==> src/rtl/shared_reg_arbiter.sv <==
`default_nettype none
// ============================================================================
// Module      : shared_reg_arbiter
// Description : Round-robin req/gnt arbiter that owns every write to a shared
//               W-bit register; a dedicated clear requester has top priority.
// Revision    : 1.0 - initial release
// ============================================================================
module shared_reg_arbiter #(
    parameter int N = 4,
    parameter int W = 8
) (
    input  logic                 clk,
    input  logic                 R,
    input  logic [N-1:0]         req,
    input  logic [N*W-1:0]       wdata,
    input  logic                 clr_req,
    output logic [N-1:0]         gnt,
    output logic [$clog2(N)-1:0] gnt_id,
    output logic                 clr_ack,
    output logic [W-1:0]         q,
    output logic                 busy
);

    localparam int c_IDW = $clog2(N);

    localparam logic [1:0] c_ST_IDLE = 2'd0;
    localparam logic [1:0] c_ST_HOLD = 2'd1;
    localparam logic [1:0] c_ST_CLR  = 2'd2;

    logic [1:0]       r_state;
    logic [1:0]       w_state_nxt;
    logic [c_IDW-1:0] r_ptr;
    logic [N-1:0]     r_gnt;
    logic [c_IDW-1:0] r_gnt_id;
    logic             r_clr_ack;
    logic [W-1:0]     r_q;

    logic             w_found;
    logic [c_IDW-1:0] w_winner;
    logic [W-1:0]     w_lane;
    logic [N-1:0]     w_gnt_nxt;
    logic [c_IDW-1:0] w_gnt_id_nxt;
    logic             w_clr_ack_nxt;
    logic [W-1:0]     w_q_nxt;
    logic [c_IDW-1:0] w_ptr_nxt;

    // First requester found scanning upward from the pointer, wrapping at N.
    always_comb begin
        w_found  = 1'b0;
        w_winner = '0;
        for (int k = 0; k < N; k++) begin
            if (!w_found && req[(int'(r_ptr) + k) % N]) begin
                w_found  = 1'b1;
                w_winner = c_IDW'((int'(r_ptr) + k) % N);
            end
        end
    end

    assign w_lane = wdata[int'(w_winner)*W +: W];

    always_ff @(posedge clk) begin
        if (R) begin
            r_state   <= c_ST_IDLE;
            r_ptr     <= '0;
            r_gnt     <= '0;
            r_gnt_id  <= '0;
            r_clr_ack <= 1'b0;
            r_q       <= '0;
        end else begin
            r_state   <= w_state_nxt;
            r_ptr     <= w_ptr_nxt;
            r_gnt     <= w_gnt_nxt;
            r_gnt_id  <= w_gnt_id_nxt;
            r_clr_ack <= w_clr_ack_nxt;
            r_q       <= w_q_nxt;
        end
    end

    always_comb begin
        w_state_nxt = r_state;
        case (r_state)
            c_ST_IDLE: begin
                if (clr_req)      w_state_nxt = c_ST_CLR;
                else if (w_found) w_state_nxt = c_ST_HOLD;
            end
            c_ST_HOLD: if (!req[r_gnt_id]) w_state_nxt = c_ST_IDLE;
            c_ST_CLR:  if (!clr_req)       w_state_nxt = c_ST_IDLE;
            default:   w_state_nxt = c_ST_IDLE;
        endcase
    end

    // Next values of the registered outputs; everything holds unless an edge event applies.
    always_comb begin
        w_gnt_nxt     = r_gnt;
        w_gnt_id_nxt  = r_gnt_id;
        w_clr_ack_nxt = r_clr_ack;
        w_q_nxt       = r_q;
        w_ptr_nxt     = r_ptr;
        case (r_state)
            c_ST_IDLE: begin
                if (clr_req) begin
                    w_q_nxt       = '0;
                    w_clr_ack_nxt = 1'b1;
                end else if (w_found) begin
                    w_gnt_nxt    = {{(N-1){1'b0}}, 1'b1} << w_winner;
                    w_gnt_id_nxt = w_winner;
                    w_q_nxt      = w_lane;
                    w_ptr_nxt    = (w_winner == c_IDW'(N-1)) ? '0 : w_winner + 1'b1;
                end
            end
            c_ST_HOLD: if (!req[r_gnt_id]) w_gnt_nxt = '0;
            c_ST_CLR:  if (!clr_req)       w_clr_ack_nxt = 1'b0;
            default: ;
        endcase
    end

    assign gnt     = r_gnt;
    assign gnt_id  = r_gnt_id;
    assign clr_ack = r_clr_ack;
    assign q       = r_q;
    assign busy    = (|r_gnt) | r_clr_ack;

endmodule
`default_nettype wire

==> config.mk <==
export PLATFORM = sky130hd
export DESIGN_NAME = shared_reg_arbiter
export DESIGN_NICKNAME = d
export VERILOG_FILES = /design/src/rtl/shared_reg_arbiter.sv
export SDC_FILE = /design/constraint.sdc
export NUM_CORES = 1
export LEC_CHECK = 0
export BUFFER_PORTS_ARGS = -buffer_cell sky130_fd_sc_hd__buf_2
export CAP_MARGIN = 20
export CORE_MARGIN = 1
export CORE_UTILIZATION = 45
export CTS_BUF_LIST = sky130_fd_sc_hd__clkbuf_8
export DETAILED_ROUTE_END_ITERATION = 16
export PLACE_DENSITY = 0.8
export SYNTH_ARGS = -nofsm -noshare
export SYNTH_HDL_FRONTEND = slang
export SYNTH_SLANG_ARGS = --single-unit
==> constraint.sdc <==
create_clock -name clk -period 5.3 [get_ports clk]
set_input_delay 0.53 -clock clk [delete_from_list [all_inputs] [get_ports clk]]
set_output_delay 0.53 -clock clk [all_outputs]
set_load 0.005 [all_outputs]
==> metrics.yaml, run 1 <==
nNetsFinal: 243
gr-usage-met2: 0.454
hp-class: "reg2reg"
viasPerCell: 5.81
slowest_stage: "o32ai_4"
synth_cell_type_count: 30
p_int_uw: 258
cp_max_fo: 11
postSynthCellCount: 148
powerDensity_nw_per_um2: 256
cpPeakStageDelay_ns: 0.55
initial_core_util: 0.476
cts.path.max_buffers: 2
synth_area_um2: 1180
ir_drop_v: 0.000174
max_slew_margin: 0.530
final_antenna_net_count: 0
antenna_found_initial: 0
synth_warnings: 0
endpoint_kind: "flip-flop"
hpwl_mm: 2.42
fin_util: 0.605
clk_latency_ns: 0.26
first_pass_iters: 4
io_pins: 55
start_kind: "input port"
fp.dieArea_um2: 2830
clock_tree.root_cell: "clkbuf_8"
num_vias: 1330
max_freq_mhz: 460
grt_max_degree: 17
ctsHoldBuffers: 0
layout_common_cells: "55 x buf_2, 24 x nand3_1, 19 x dfxtp_1"
status: "complete, no violations"
grt_pass1_vias: 1185
timing.max_cap.violations: 0
ys_top_cells_by_area: "dfxtp_1 32%, nand3_1 10%, o21ai_0 5.5%"
grt_pass1_wl_mm: 5.19
combPwrFrac: 0.301
core_um2: 2480
drive_above_1_share: 0.312
setup_viol: 0
place_ws_ns: 2.88
grtUsageTotal: 0.254
chipWidth_um: 53.2
area_delta_synth_final_pct: 27.1
die_height_um: 53.2
min_period_over_period: 0.410
drtIter0Drc: 33
cts-htree-levels: 1
crit_family: "compound AO/OA/AOI/OAI gates"
rows: 18
yosysTopAreaCellShare: 0.323
synth_top_area_cell: "dfxtp_1"
crit_type: "in2reg"
syn-num-nets: 191
tightest_slew_ns: 0.705
setup_tns_ns: 0
grt_overflow: 0
routedWlPerCell_um: 14.1
seq_power_share: 0.430
cts.sinks: 19
swShare: 0.327
top_usage_layer: "met2"
cp.required_ns: 5.45
post_cts_resized: 0
cts_tree: "done"
drt-total-wl_mm: 3.24
antennaDiodeCount: 0
cp.arrival_ns: 2.32
hold_viol: 0
cp_cell_sequence: "buf_2, nor2b_1, a21boi_1, o32ai_4, inv_2, ha_1, nor4bb_1, a21oi_1, nor2_1"
final.setup.worst_slack_ns: 3.13
crit_buf_inv: 2
skew_ns: 0.00481
gr-usage-met1: 0.291
routabilityCongestion: 0.805
p_switching_uw: 125
rsz0062_at_grt: "no"
post_cts_buffers: 0
cts_buffers: 3
port_buffers: 54
grtUsageMet3: 0.0718
drc_errors: 0
clkPwrFrac: 0.269
layout_commonest_cell: "buf_2"
leakage_nw: 0.688
synth.avg_cell_area_um2: 7.96
synth-seq-cells: 19
drv_slew: 0
yosysSeqAreaShare: 0.323
post-route-min-period_ns: 2.17
clk_pin_slew_ns: 0.08
-- path summary, 6_finish.rpt --
check,startpoint,end,slack [ns],cells past startpoint
worst max-delay path,req[2],gnt[2],3.13,9
worst min-delay path,q[0],q[0],0.46,2
worst max register to register,r_ptr[1],gnt[2],3.18,7
worst min register to register,q[0],q[0],0.46,2
-- power groups by stage --
stage / logic [mW] / registers (mW) / clock network (mW)
3_3_place_gp: 0.108 / 0.168 / 0
5_1_grt: 0.128 / 0.167 / 0.113
4_1_cts: 0.115 / 0.165 / 0.105
2_1_floorplan: 0.0767 / 0.165 / 0
3_5_place_dp: 0.115 / 0.168 / 0
6_report: 0.115 / 0.165 / 0.103
-- routing by layer --
| metal | vias to the layer above | routed length (µm) |
|---|---|---|
| met5 | - | 0 |
| met4 | 0 | 39 |
| met3 | 6 | 175 |
| met2 | 58 | 1570 |
| met1 | 604 | 1460 |
| li1 | 662 | - |
-- synthesized netlist by cell type (all sizes together) --
cell type  instances
nand3             24
o31a               1
o21ai             13
nor2b              5
mux4               1
buf                3
and3               7
o41ai              3
a21oi             10
nand2b             3
a32o               5
a211oi             6
nor2              11
ha                 4
o21a               1
or4                1
a211o              1
dfxtp             19
o211ai             1
a31oi              1
a21boi             1
clkbuf             5
nand2              9
o32ai              1
nor3               3
nor4bb             4
inv                3
nor4               2
-- cell families (layout without fill, tap and decap cells) --
family / Yosys count / in the layout / synth area share
flip-flops: 19 / 19 / 0.323
multiplexers: 1 / 1 / 0.0191
buffers and inverters: 11 / 62 / 0.0435
adder cells (fa/ha/maj): 4 / 4 / 0.0425
AO/OA/AOI/OAI: 44 / 44 / 0.263
AND/OR/NAND/NOR: 69 / 69 / 0.309
-- state kept, by name, summed over array words and instances (netlist names) --
register / count
r_state: 2
q: 8
r_ptr: 2
gnt_id: 2
clr_ack: 1
gnt: 4
-- worst register-to-register path: cells and delay by family, from the launching register on --
family                   cells  cell delay, ns
AO/OA/AOI/OAI                3            0.84
flip-flops                   1            0.51
buffers and inverters        1            0.23
adder cells (fa/ha/maj)      1            0.23
AND/OR/NAND/NOR              2            0.20
-- layout make-up --
type                    instances  area (µm²)
flip-flops and latches         19         380
multi-input cells             118         747
fillers                       238         980
inverters                       3        11.3
well taps                      30        37.5
clock inverters                 1        5.00
clock buffers                   3        41.3
repair buffers                 55         275
-- metrics by stage --
| step | instance area, µm² | hold slack (ns) | total power, mW | std cells |
|---|---|---|---|---|
| after global placement | 1450 | 0.430 | 0.276 | 224 |
| after CTS | 1500 | 0.462 | 0.384 | 229 |
| after floorplan | 1180 | 0.444 | 0.242 | 148 |
| after detailed placement | 1450 | 0.438 | 0.283 | 225 |
| after global routing | 1500 | 0.485 | 0.408 | 229 |
| final | 1500 | 0.462 | 0.384 | 229 |
Note: power is estimated with default switching activity, not from simulation.
==> inputs of run 2 (changes only) <==
--- a/config.mk
+++ b/config.mk
@@ -5,13 +5,14 @@
 export SDC_FILE = /design/constraint.sdc
 export NUM_CORES = 1
 export LEC_CHECK = 0
+export ABC_AREA = 1
 export BUFFER_PORTS_ARGS = -buffer_cell sky130_fd_sc_hd__buf_2
 export CAP_MARGIN = 20
 export CORE_MARGIN = 1
 export CORE_UTILIZATION = 45
 export CTS_BUF_LIST = sky130_fd_sc_hd__clkbuf_8
 export DETAILED_ROUTE_END_ITERATION = 16
-export PLACE_DENSITY = 0.8
+export PLACE_DENSITY = 0.79
 export SYNTH_ARGS = -nofsm -noshare
 export SYNTH_HDL_FRONTEND = slang
 export SYNTH_SLANG_ARGS = --single-unit
==> constraint.sdc (replaced) <==
create_clock -name clk -period 1.8 [get_ports clk]
set_input_delay 0.18 -clock clk [delete_from_list [all_inputs] [get_ports clk]]
set_output_delay 0.18 -clock clk [all_outputs]
set_load 0.005 [all_outputs]
==> run 2 against run 1 <==
Compared with the run above:
- the flow now finishes with violations (setup timing)
- critical path depth up 8
- non-clock buffer count up 25
- worst setup slack worse by 3.2 ns
- sequential cell count unchanged
- worst hold slack worse by 0.27 ns
- clock power rose to 2.9 times the previous value
- largest power group is now combinational cells
- via count up 32%
- area after synthesis up 25%
==> metrics.yaml, run 2 <==
status: "finished, violations left"
failed_checks: "setup timing"
syn-num-nets: 285  # +49%
p_switching_mw: 1.26  # +910%
synth_area_um2: 1470  # +25%
ir_drop_v: 0.000628  # +260%
grt_max_degree: 15  # -2
io_pins: 55  # unchanged
first_pass_iters: 4  # unchanged
synth.most_common_cell: "nand2_1"
seq_power_share: 0.213  # -0.217
port_buffers: 54  # unchanged
p_int_mw: 1.50  # +480%
synth_warnings: 0  # unchanged
chipWidth_um: 59.2  # +11%
hold_depth: 3  # +1
cts_buffers: 3  # unchanged
swShare: 0.457  # +0.130
endpoint_kind: "flip-flop"
tightest_slew_ns: 0.356  # -0.349 ns
holdWs_ns: 0.196  # -0.266 ns
cts-htree-levels: 1  # unchanged
drt-total-wl_mm: 4.04  # +25%
hp-class: "in2reg"
powerDensity_nw_per_um2: 1270  # +400%
clkPwrFrac: 0.107  # -0.162
layout_common_cells: "98 x nand2_1, 54 x buf_2, 25 x inv_1"
drtIter0Drc: 87  # +160%
routedWlPerCell_um: 11.1  # -22%
post-route-min-period_ns: 1.84
synth-async-reset-ratio: 0  # unchanged
nFillCells: 273  # +15%
initial_core_util: 0.478  # +0.00188
die_height_um: 59.2  # +11%
synth_commonest_cells: "109 x nand2_1, 24 x inv_1, 23 x nand3_1"
cts_tree: "done"
combPwrFrac: 0.680  # +0.379
antenna_found_initial: 0  # unchanged
synth-seq-cells: 19  # unchanged
total_power_mw: 2.76  # +620%
clk_latency_ns: 0.25  # about the same
drive_above_1_share: 0.411  # +0.0997
ys_top_cells_by_area: "nand2_1 28%, dfxtp_1 26%, nand3_1 7.8%"
rsz0062_at_grt: "yes"
postSynthCellCount: 242  # +64%
synth_cell_type_count: 26  # -13%
rrSetupSlack_ns: -0.04  # -3.22 ns
hold_end: "r_state[1]"
max_slew_margin: 0.760  # +0.230
rr_worst_depth: 17  # +10
clk_pin_slew_ns: 0.07  # about the same
grtUsageTotal: 0.232  # -0.0221
min_period_over_period: 1.02
cts.sinks: 19  # unchanged
crit_type: "reg2reg"
reg2reg_to: "q[0]"
fp.dieArea_um2: 3500  # +24%
synth_enable_flop_cells: 0  # unchanged
clock_tree.root_cell: "clkbuf_8"
rows: 20  # +2
cp.required_ns: 1.96  # -3.49 ns
area_delta_synth_final_pct: 47.2
largest_reg_flops: 8  # unchanged
final_antenna_net_count: 0  # unchanged
routabilityCongestion: 0.824  # +2.3%
final.setup.worst_slack_ns: -0.0404  # -3.17 ns
cp_max_fo: 6  # -5
synth.avg_cell_area_um2: 6.08  # -24%
synth_ff_type: "dfxtp_1"
core_um2: 3080  # +24%
start_kind: "flip-flop"
cp.arrival_ns: 2.00  # -0.32 ns
setup_viol: 9  # +9
antennaDiodeCount: 0  # unchanged
cts.path.max_buffers: 2  # unchanged
synth_top_area_cell: "nand2_1"
max_freq_mhz: 543
grt_pass1_wl_mm: 6.36  # +23%
drv_slew: 0  # unchanged
min_from: "clr_req"
reg2reg_from: "r_ptr[0]"
grt_overflow: 0  # unchanged
nNetsFinal: 365  # +50%
yosysSeqAreaShare: 0.259  # -0.0640
grt_pass1_vias: 1552  # +31%
num_vias: 1751  # +32%
layout_commonest_cell: "nand2_1"
yosysTopAreaCellShare: 0.278  # -0.0444
drc_errors: 0  # unchanged
hold_viol: 0  # unchanged
viasPerCell: 4.80  # -17%
leakage_nw: 1.23  # +79%
hpwl_mm: 2.97  # +23%
skew_ns: 0.00170  # -0.00311 ns
timing.max_cap.violations: 0  # unchanged
run 2: worst max-delay path by stage:
stage / to / startpoint / cells after the start
floorplan: r_ptr[1] / r_ptr[0] / 14
global placement: r_ptr[1] / r_ptr[0] / 12
detailed placement: r_ptr[1] / r_ptr[0] / 12
CTS: r_ptr[1] / r_ptr[0] / 11
global route: q[3] / r_ptr[0] / 16
finish: q[0] / r_ptr[0] / 17
run 2: logic make-up (layout without fill, tap and decap cells):
kind of cell,count (synthesis),after routing,synth area share
AO/OA/AOI/OAI,22,22,0.0834
adder cells (fa/ha/maj),4,4,0.0340
AND/OR/NAND/NOR,162,162,0.517
flip-flops,19,19,0.259
buffers and inverters,35,114,0.107
run 2: worst max-delay path, cell delays in order, from the launching register on:
cell     delay (ns)
dfxtp_4        0.38
buf_6          0.14
nand2_4        0.07
nand2_4        0.07
nand2_2        0.07
nand2_2        0.05
nand2_2        0.10
nand2_2        0.08
nand2_2        0.08
nand3_4        0.11
buf_6          0.14
buf_6          0.12
nand2_1        0.05
nand2_1        0.05
nand2_1        0.05
nand3_1        0.07
nand2_1        0.06
inv_1          0.04
run 2: repair_timing:
action,CTS,global route
hold buffers,0,0
setup endpoints to repair,11,16
gates cloned,0,1
buffers inserted,0,8
gates resized for setup,9,36
pin swaps,5,9
run 2: area by class of cell:
class                   instances  area [µm²]  share of cell area
well taps                      44        55.1              0.0254
multi-input cells             188        1060               0.490
clock buffers                   3        41.3              0.0191
flip-flops and latches         19         388               0.179
clock inverters                 1        3.75             0.00173
repair buffers                 80         492               0.227
inverters                      30         125              0.0578
run 2: stage by stage:
step | TNS [ns] | std cells | utilization | worst slack [ns] | cell area, µm²
final | -0.185 | 365 | 0.703 | -0.0404 | 2160
after global routing | -1.71 | 365 | 0.703 | -0.154 | 2160
after CTS | -0.00394 | 356 | 0.641 | -0.00394 | 1970
after detailed placement | -0.211 | 352 | 0.615 | -0.124 | 1890
after global placement | -0.0855 | 352 | 0.615 | -0.0855 | 1890
after floorplan | 0 | 242 | - | 0.0179 | 1490
run 2: metal layers:
layer,routed length [µm],global-route usage,share of wire
met5,0,0,0
met2,1990,0.412,0.49
met3,227,0.0393,0.056
met4,0,0.0238,0
met1,1820,0.303,0.45
run 2: power by group through the flow:
stage / sequential (mW) / clock (mW) / combinational [mW]
final: 0.586 / 0.295 / 1.88
after global placement: 0.584 / 0 / 1.48
after CTS: 0.580 / 0.299 / 1.56
after global routing: 0.593 / 0.319 / 2.10
after detailed placement: 0.584 / 0 / 1.50
after floorplan: 0.580 / 0 / 1.06
==> inputs of run 3 (changes only) <==
--- a/config.mk
+++ b/config.mk
@@ -5,14 +5,13 @@
 export SDC_FILE = /design/constraint.sdc
 export NUM_CORES = 1
 export LEC_CHECK = 0
-export ABC_AREA = 1
 export BUFFER_PORTS_ARGS = -buffer_cell sky130_fd_sc_hd__buf_2
-export CAP_MARGIN = 20
+export CAP_MARGIN = 30
 export CORE_MARGIN = 1
 export CORE_UTILIZATION = 45
 export CTS_BUF_LIST = sky130_fd_sc_hd__clkbuf_8
 export DETAILED_ROUTE_END_ITERATION = 16
-export PLACE_DENSITY = 0.79
+export PLACE_DENSITY = 0.8
 export SYNTH_ARGS = -nofsm -noshare
 export SYNTH_HDL_FRONTEND = slang
 export SYNTH_SLANG_ARGS = --single-unit
==> constraint.sdc (replaced) <==
create_clock -name clk -period 2.1 [get_ports clk]
set_input_delay 0.21 -clock clk [delete_from_list [all_inputs] [get_ports clk]]
set_output_delay 0.21 -clock clk [all_outputs]
set_load 0.005 [all_outputs]
==> run 3 against run 2 <==
Compared with the run above:
- the run now ends clean
- register-to-register slack better by 0.25 ns
- cell area down 29%
- global-route usage up 2.4 points
- sequential cell count stayed put
- sequential power fell by 29%
- sequential share of layout area up 6.8 points
- combinational power decreased by 84%
- highest routed layer is now met4
- die area shrank 19%
- critical path type unchanged
- clock power down 14%
- cell count down 36%
==> metrics.yaml, run 3 (synthesis results as in run 1) <==
cpPeakStageDelay_ns: 0.34  # -0.04 ns
slowest_stage: "dfxtp_1"
ir_drop_v: 0.000468  # -25%
crit_top_cell: "nor2_1"
cts_buffers: 3  # unchanged
rr_worst_depth: 8  # -9
layout_common_cells: "54 x buf_2, 23 x nand3_1, 18 x dfxtp_1"
post-route-min-period_ns: 1.89  # +0.0529 ns
rows: 18  # -10%
clock_tree.root_cell: "clkbuf_8"
drc_errors: 0  # unchanged
drtIter0Drc: 44  # -49%
timing.max_cap.violations: 0  # unchanged
endpoint_kind: "flip-flop"
drive_above_1_share: 0.350  # -0.0615
viasPerCell: 5.97  # +24%
final_antenna_net_count: 0  # unchanged
clk_pin_slew_ns: 0.07  # about the same
drt-total-wl_mm: 3.29  # -19%
nFillCells: 232  # -15%
routabilityCongestion: 0.761  # -7.6%
drv_slew: 0  # unchanged
nNetsFinal: 247  # -32%
rsz0062_at_grt: "no"
post_cts_buffers: 0  # unchanged
setup_tns_ns: 0  # +0.185 ns
post_cts_resized: 0  # -9
largest_reg_flops: 8  # unchanged
hp-class: "in2reg"
status: "complete, no violations"
initial_core_util: 0.476  # -0.00188
layout_commonest_cell: "buf_2"
antennaDiodeCount: 0  # unchanged
powerDensity_nw_per_um2: 633  # -50%
io_pins: 55  # unchanged
register_area_um2: 382  # -1.6%
grtUsageTotal: 0.257  # +0.0245
multi_input_area_um2: 762  # -28%
max_slew_margin: 0.652  # -0.109
num_vias: 1391  # -21%
antenna_found_initial: 0  # unchanged
hold_viol: 0  # unchanged
hold_depth: 3  # unchanged
crit_family: "simple AND/OR/NAND/NOR gates"
final.setup.worst_slack_ns: 0.207  # +0.247 ns
cts.sinks: 19  # unchanged
tightest_slew_ns: 0.518  # +0.162 ns
chipWidth_um: 53.2  # -10%
grt_overflow: 0  # unchanged
min_period_over_period: 0.902  # -0.121
start_kind: "flip-flop"
cts_tree: "done"
cp.required_ns: 2.24  # +0.28 ns
fin_cells: 233  # -36%
leakage_nw: 0.709  # -42%
die_height_um: 53.2  # -10%
max_freq_mhz: 528  # -2.8%
clk_latency_ns: 0.26  # about the same
cts.path.max_buffers: 2  # unchanged
cts-htree-levels: 1  # unchanged
cp_max_fo: 11  # +5
cp_cell_sequence: "nor2b_1, nor2_1, o32ai_4, inv_2, ha_1, nor4bb_1, a21oi_1, nor2_1"
routedWlPerCell_um: 14.1  # +27%
final_cell_area_um2: 1550  # -29%
first_pass_iters: 4  # unchanged
worst-path-stages: 8  # -9
grt_max_degree: 17  # +2
postPlaceCellArea_um2: 1480  # -22%
cp.arrival_ns: 2.03  # +0.03 ns
hpwl_mm: 2.44  # -18%
fp.dieArea_um2: 2830  # -19%
grt_pass1_vias: 1256  # -19%
placedCellCount: 229  # -35%
place_ws_ns: 0.0819  # +0.206 ns
grt_pass1_wl_mm: 5.32  # -16%
ctsHoldBuffers: 0  # unchanged
skew_ns: 0.00503  # +0.00333 ns
area_delta_synth_final_pct: 31.2
crit_buf_inv: 1  # -3
setup_viol: 0  # -9
port_buffers: 54  # unchanged
core_um2: 2480  # -20%
crit_type: "reg2reg"
==> run 3: tightest hold or removal path, stage by stage <==
cell and delay (ns):
buf_2 0.12, o31a_1 0.13, nor3_1 0.04
==> run 3: final cells by class <==
class                   count  share of cell area
multi-input cells         118               0.493
flip-flops and latches     19               0.247
repair buffers             59               0.199
clock buffers               3              0.0267
well taps                  30              0.0243
inverters                   3             0.00728
clock inverters             1             0.00324
==> run 3: metal layers <==
| metal | part of all wire | global-route usage |
|---|---|---|
| met5 | 0 | 0 |
| met4 | 0.0097 | 0.101 |
| met3 | 0.058 | 0.0431 |
| met2 | 0.51 | 0.454 |
| met1 | 0.42 | 0.303 |
==> run 3: through the flow <==
step / hold WS (ns) / util / power, mW
floorplan: 0.282 / - / 0.610
global placement: 0.429 / 0.599 / 0.708
detailed placement: 0.440 / 0.599 / 0.723
CTS: 0.282 / 0.618 / 0.974
global route: 0.299 / 0.624 / 1.04
finish: 0.289 / 0.624 / 0.979
==> run 3: power breakdown <==
part	switching [mW]	total, mW	internal [mW]
clock network	0.122	0.254	0.132
logic	0.164	0.307	0.143
registers	0.0277	0.418	0.390
total	0.315	0.979	0.665
==> run 3: worst paths after layout <==
check / start / end / slack (ns)
worst min-delay path: clr_req / r_state[0] / 0.29
worst max-delay path: r_ptr[0] / gnt[3] / 0.21
worst max register to register: r_ptr[0] / gnt[3] / 0.21
worst min register to register: q[0] / q[0] / 0.46
